==> src/rtl/ysyx_25040101_srcb_stage.sv <==
// ALU operand-B source select with rs2 forwarding, registered behind a
// 2-entry valid/ready skid buffer (main register M drives the outputs, S absorbs back-pressure).
module ysyx_25040101_srcb_stage #(
  parameter int unsigned XLEN    = 32,
  parameter int unsigned NR_FWD  = 2,
  parameter int unsigned PC_INC  = 4,
  parameter int unsigned SHAMT_W = 5
) (
  input  logic                     clock,
  input  logic                     reset,
  input  logic                     flush_i,
  input  logic                     in_valid_i,
  output logic                     in_ready_o,
  input  logic [4:0]               srcb_ctrl_i,
  input  logic [4:0]               rs2_addr_i,
  input  logic [XLEN-1:0]          rs2_data_i,
  input  logic [XLEN-1:0]          imm_i,
  input  logic [XLEN-1:0]          csr_data_i,
  input  logic [NR_FWD-1:0]        fwd_valid_i,
  input  logic [5*NR_FWD-1:0]      fwd_addr_i,
  input  logic [XLEN*NR_FWD-1:0]   fwd_data_i,
  output logic                     out_valid_o,
  input  logic                     out_ready_i,
  output logic [XLEN-1:0]          srcb_data_o,
  output logic                     illegal_o
);

  logic            m_valid_q, m_valid_d;
  logic [XLEN-1:0] m_data_q, m_data_d;
  logic            m_ill_q, m_ill_d;
  logic            s_valid_q, s_valid_d;
  logic [XLEN-1:0] s_data_q, s_data_d;
  logic            s_ill_q, s_ill_d;

  logic [XLEN-1:0] rs2v;
  logic            fwd_hit;
  logic [XLEN-1:0] sel_data;
  logic            sel_ill;
  logic            accept;
  logic            fire;

  // Effective rs2: lowest-index matching forwarder wins; x0 always reads zero.
  always_comb begin
    rs2v    = rs2_data_i;
    fwd_hit = 1'b0;
    for (int k = 0; k < int'(NR_FWD); k++) begin
      if (!fwd_hit && fwd_valid_i[k] && (fwd_addr_i[5*k +: 5] == rs2_addr_i)) begin
        rs2v    = fwd_data_i[XLEN*k +: XLEN];
        fwd_hit = 1'b1;
      end
    end
    if (rs2_addr_i == 5'd0) begin
      rs2v = '0;
    end
  end

  always_comb begin
    sel_data = '0;
    sel_ill  = 1'b0;
    case (srcb_ctrl_i)
      5'b00000: sel_data = rs2v;
      5'b00001: sel_data = imm_i;
      5'b00010: sel_data = XLEN'(PC_INC);
      5'b00100: sel_data = XLEN'(rs2v[SHAMT_W-1:0]);
      5'b01000: sel_data = csr_data_i;
      5'b10000: sel_data = '0;
      default:  sel_ill  = 1'b1;
    endcase
  end

  assign in_ready_o  = ~s_valid_q;
  assign accept      = in_valid_i & ~s_valid_q & ~flush_i;
  assign fire        = m_valid_q & out_ready_i;
  assign out_valid_o = m_valid_q;
  assign srcb_data_o = m_data_q;
  assign illegal_o   = m_ill_q;

  // Skid-buffer next state; flush dominates everything else.
  always_comb begin
    m_valid_d = m_valid_q;
    m_data_d  = m_data_q;
    m_ill_d   = m_ill_q;
    s_valid_d = s_valid_q;
    s_data_d  = s_data_q;
    s_ill_d   = s_ill_q;
    if (flush_i) begin
      m_valid_d = 1'b0;
      s_valid_d = 1'b0;
    end else if (s_valid_q) begin
      if (fire) begin
        m_valid_d = 1'b1;
        m_data_d  = s_data_q;
        m_ill_d   = s_ill_q;
        s_valid_d = 1'b0;
      end
    end else if (!m_valid_q || fire) begin
      if (accept) begin
        m_valid_d = 1'b1;
        m_data_d  = sel_data;
        m_ill_d   = sel_ill;
      end else if (fire) begin
        m_valid_d = 1'b0;
      end
    end else if (accept) begin
      s_valid_d = 1'b1;
      s_data_d  = sel_data;
      s_ill_d   = sel_ill;
    end
  end

  always_ff @(posedge clock or posedge reset) begin
    if (reset) begin
      m_valid_q <= 1'b0;
      m_data_q  <= '0;
      m_ill_q   <= 1'b0;
      s_valid_q <= 1'b0;
    end else begin
      m_valid_q <= m_valid_d;
      m_data_q  <= m_data_d;
      m_ill_q   <= m_ill_d;
      s_valid_q <= s_valid_d;
    end
  end

  // Skid payload is only observed behind s_valid_q, so it needs no reset.
  always_ff @(posedge clock) begin
    s_data_q <= s_data_d;
    s_ill_q  <= s_ill_d;
  end

endmodule

==> config.mk <==
export PLATFORM = sky130hd
export DESIGN_NAME = ysyx_25040101_srcb_stage
export DESIGN_NICKNAME = d
export VERILOG_FILES = /design/src/rtl/ysyx_25040101_srcb_stage.sv
export SDC_FILE = /design/constraint.sdc
export NUM_CORES = 1
export LEC_CHECK = 0
export CORE_AREA = 2 2 90 101
export CTS_BUF_LIST = sky130_fd_sc_hd__clkbuf_2 sky130_fd_sc_hd__clkbuf_4 sky130_fd_sc_hd__clkbuf_8
export CTS_CLUSTER_DIAMETER = 60
export CTS_CLUSTER_SIZE = 28
export DETAILED_ROUTE_END_ITERATION = 8
export DIE_AREA = 0 0 92 103
export DONT_BUFFER_PORTS = 1
export GPL_TIMING_DRIVEN = 0
export PLACE_DENSITY = 0.68
export SLEW_MARGIN = 20
export SYNTH_ARGS = -nofsm -noshare
export SYNTH_HDL_FRONTEND = slang
export SYNTH_SLANG_ARGS = --single-unit
==> constraint.sdc <==
create_clock -name clock -period 11.05 [get_ports clock]
set_clock_uncertainty 0.1 [all_clocks]
set_input_delay 1.6575 -clock clock [delete_from_list [all_inputs] [get_ports clock]]
set_output_delay 1.6575 -clock clock [all_outputs]
set_load 0.02 [all_outputs]
==> impl_metrics.ini <==
[route]
postRouteAntennaNets = 0
drt-initial-drc-count = 144
vias = 3544
route.detailed.drc = 0
viasPerCell = 6.37
wl_per_cell_um = 23.2
firstDrtPassIters = 4
routed_wirelength_um = 12900

[placed_design]
dp.final_hpwl_um = 10100
finalWeightedCongestion = 0.897
place_area_um2 = 4350
io_buffers = 0

[clock_tree]
clk-insertion-delay-late_ns = 0.35
cts_sinks = 68
cts_resized = 0
clk_pin_slew_ns = 0.08
htreeDepth = 3
cts_tree = built
post_cts_buffers = 0
cts.path.max_buffers = 2
numCtsBuffers = 9
cts_root_buf = clkbuf_8
cts_hold_repair.buffers = 0

[die]
io_pins = 222
dieArea_um2 = 9480
design.core.area_um2 = 8560
die_x_um = 92
die_h_um = 103
start_util = 0.485
rows = 36

[yosys]
yosys-top-cells-count = nand2_1, dfrtp_1, edfxtp_1, nand3_1, mux2i_1
synthArstFlopShare = 0.515
synth.top_cell.area_share = 0.239
synthTopCellsByArea = edfxtp_1, dfrtp_1, mux2i_1
yosysTopAreaCell = edfxtp_1
ys_seq_area_frac = 0.449
synth_edf_count = 33
synth_seq_cells = 68
yosysMostFrequentCell = nand2_1
yosys_warnings = 0
synthCells = 420
syn_nets = 607
synth_ff_type = dfrtp_1
syn_area_um2 = 4150
synth_cell_type_count = 46
synth_area_per_cell_um2 = 9.89

[worst_setup_path]
crit_fanout = 10
cp_data_arrival_time_ns = 1.73
critPathKind = register to output pin
startpoint_type = register
worstPathRequired_ns = 9.29
endpoint_kind = output pin

[timing]
finalSetupViolCount = 0
maxSlewViolCount = 0
tightest_slew_ns = 0.883
period_minus_slack_ns = 3.49
rsz0062_at_grt = no
period_share = 0.316
whs_ns = 0.433
fin_tns_setup_ns = 0
slew_headroom = 0.407
max_freq_mhz = 287
hold_viol_final = 0

[grt]
antenna_found_initial = 0
grt_pass1_vias = 3533
grt_overflow_total = 0
grt_pass1_wl_um = 19100
grt.total_usage = 0.270
grt_max_degree = 24

[power]
p_per_area_nw_per_um2 = 128
peakVddDrop_mv = 0.0552
leakagePower_nw = 2.08

[worst_hold_path]
hold_path.class = register to register

[final_layout]
fillerInstances = 802
multi_input_area_um2 = 2090
seqCellArea_um2 = 1870
layout.nets = 624
area_delta_synth_final_pct = 9.52
final_layout_size_suffix_gt1_frac = 0.156
num_antenna_cells = 0
finalInstanceArea_um2 = 4550

[status]
status = finished, final reports clean

[flow_run]
maxCapViolCount = 0
==> cells by family after synthesis <==
| family | after synthesis | synth area share |
|---|---|---|
| AOI/OAI and AO/OA | 138 | 0.256 |
| adders and majority gates | 1 | 0.00241 |
| buffers and inverters | 41 | 0.0488 |
| and+or+nand+nor | 129 | 0.142 |
| DFF | 68 | 0.449 |
| xor gates and xnor gates | 10 | 0.0211 |
| muxes | 33 | 0.0798 |
==> area by class of cell <==
cell class / count / share of cell area
Multi-Input combinational cell: 311 / 0.460
Timing Repair Buffer: 6 / 0.00990
Buffer: 36 / 0.0404
Inverter: 5 / 0.00413
Tap cell: 114 / 0.0314
Clock inverter: 4 / 0.0107
Clock buffer: 12 / 0.0336
Sequential cell: 68 / 0.410
==> flip-flops by register name, indices dropped and copies added (netlist names) <==
name and flops:
s_data_q 32, out_valid_o 1, s_ill_q 1, s_valid_q 1
illegal_o 1, srcb_data_o 32
==> worst max-delay path, stage by stage (launching register included) <==
cell	delay (ns)
dfrtp_1	0.33
buf_2	0.26
clkinv_1	0.36
clkbuf_1	0.42
==> routing by layer <==
layer | global-route usage | wire, um | vias to the layer above
li1 | - | - | 1635
met3 | 0.0490 | 878 | 19
met4 | 0.0976 | 221 | 0
met2 | 0.489 | 6730 | 191
met5 | 0 | 0 | -
met1 | 0.326 | 5040 | 1699
==> where the power goes <==
group / internal, mW / switching, mW / total, mW
registers: 0.277 / 0.0237 / 0.301
clock network: 0.115 / 0.0947 / 0.210
logic: 0.0275 / 0.0436 / 0.0711
total: 0.420 / 0.162 / 0.582
==> worst paths after layout <==
kind | to | slack [ns] | cells after the start | start
worst max-delay path | in_ready_o | 7.56 | 3 | s_valid_q
worst min-delay path | srcb_data_o[12] | 0.43 | 2 | s_data_q[12]
worst max register to register | s_data_q[6] | 8.36 | 7 | s_valid_q
worst min register to register | srcb_data_o[12] | 0.43 | 2 | s_data_q[12]
max in group asynchronous | srcb_data_o[8] | 9.36 | 2 | reset
min in group asynchronous | s_valid_q | 1.04 | 1 | reset
==> placed cells by master, fill, tap and decap left out, types with 2 or more instances in the layout <==
| cell type | synthesis | layout |
|---|---|---|
| nor2_1 | 6 | 6 |
| xnor2_1 | 10 | 10 |
| a22o_1 | 30 | 30 |
| nor3_1 | 2 | 2 |
| inv_1 | 4 | 3 |
| clkbuf_1 | 22 | 22 |
| dfrtp_1 | 35 | 35 |
| and3_1 | 2 | 2 |
| nand4_1 | 2 | 2 |
| nand3_1 | 33 | 33 |
| edfxtp_1 | 33 | 33 |
| clkinv_2 | 0 | 2 |
| a31oi_1 | 30 | 30 |
| or3_1 | 3 | 3 |
| o21ai_2 | 20 | 20 |
| clkbuf_4 | 1 | 3 |
| buf_2 | 6 | 11 |
| a221o_1 | 2 | 2 |
| a31o_1 | 25 | 25 |
| nand2_1 | 71 | 71 |
| a31o_2 | 6 | 6 |
| o21ai_0 | 10 | 10 |
| clkbuf_8 | 0 | 10 |
| buf_6 | 4 | 4 |
| a21oi_1 | 4 | 4 |
| mux2i_1 | 32 | 32 |
| buf_4 | 2 | 2 |
| o21ai_1 | 5 | 5 |
==> metrics by stage <==
step,util,total power [mW],cells,setup WS [ns]
after global routing,0.532,0.605,556,7.47
after global placement,0.502,0.375,534,3.31
after floorplan,-,0.357,420,5.25
final,0.532,0.582,556,7.56
after CTS,0.532,0.585,556,7.52
after detailed placement,0.508,0.378,540,7.44
Note: power is estimated with default switching activity, not from simulation.
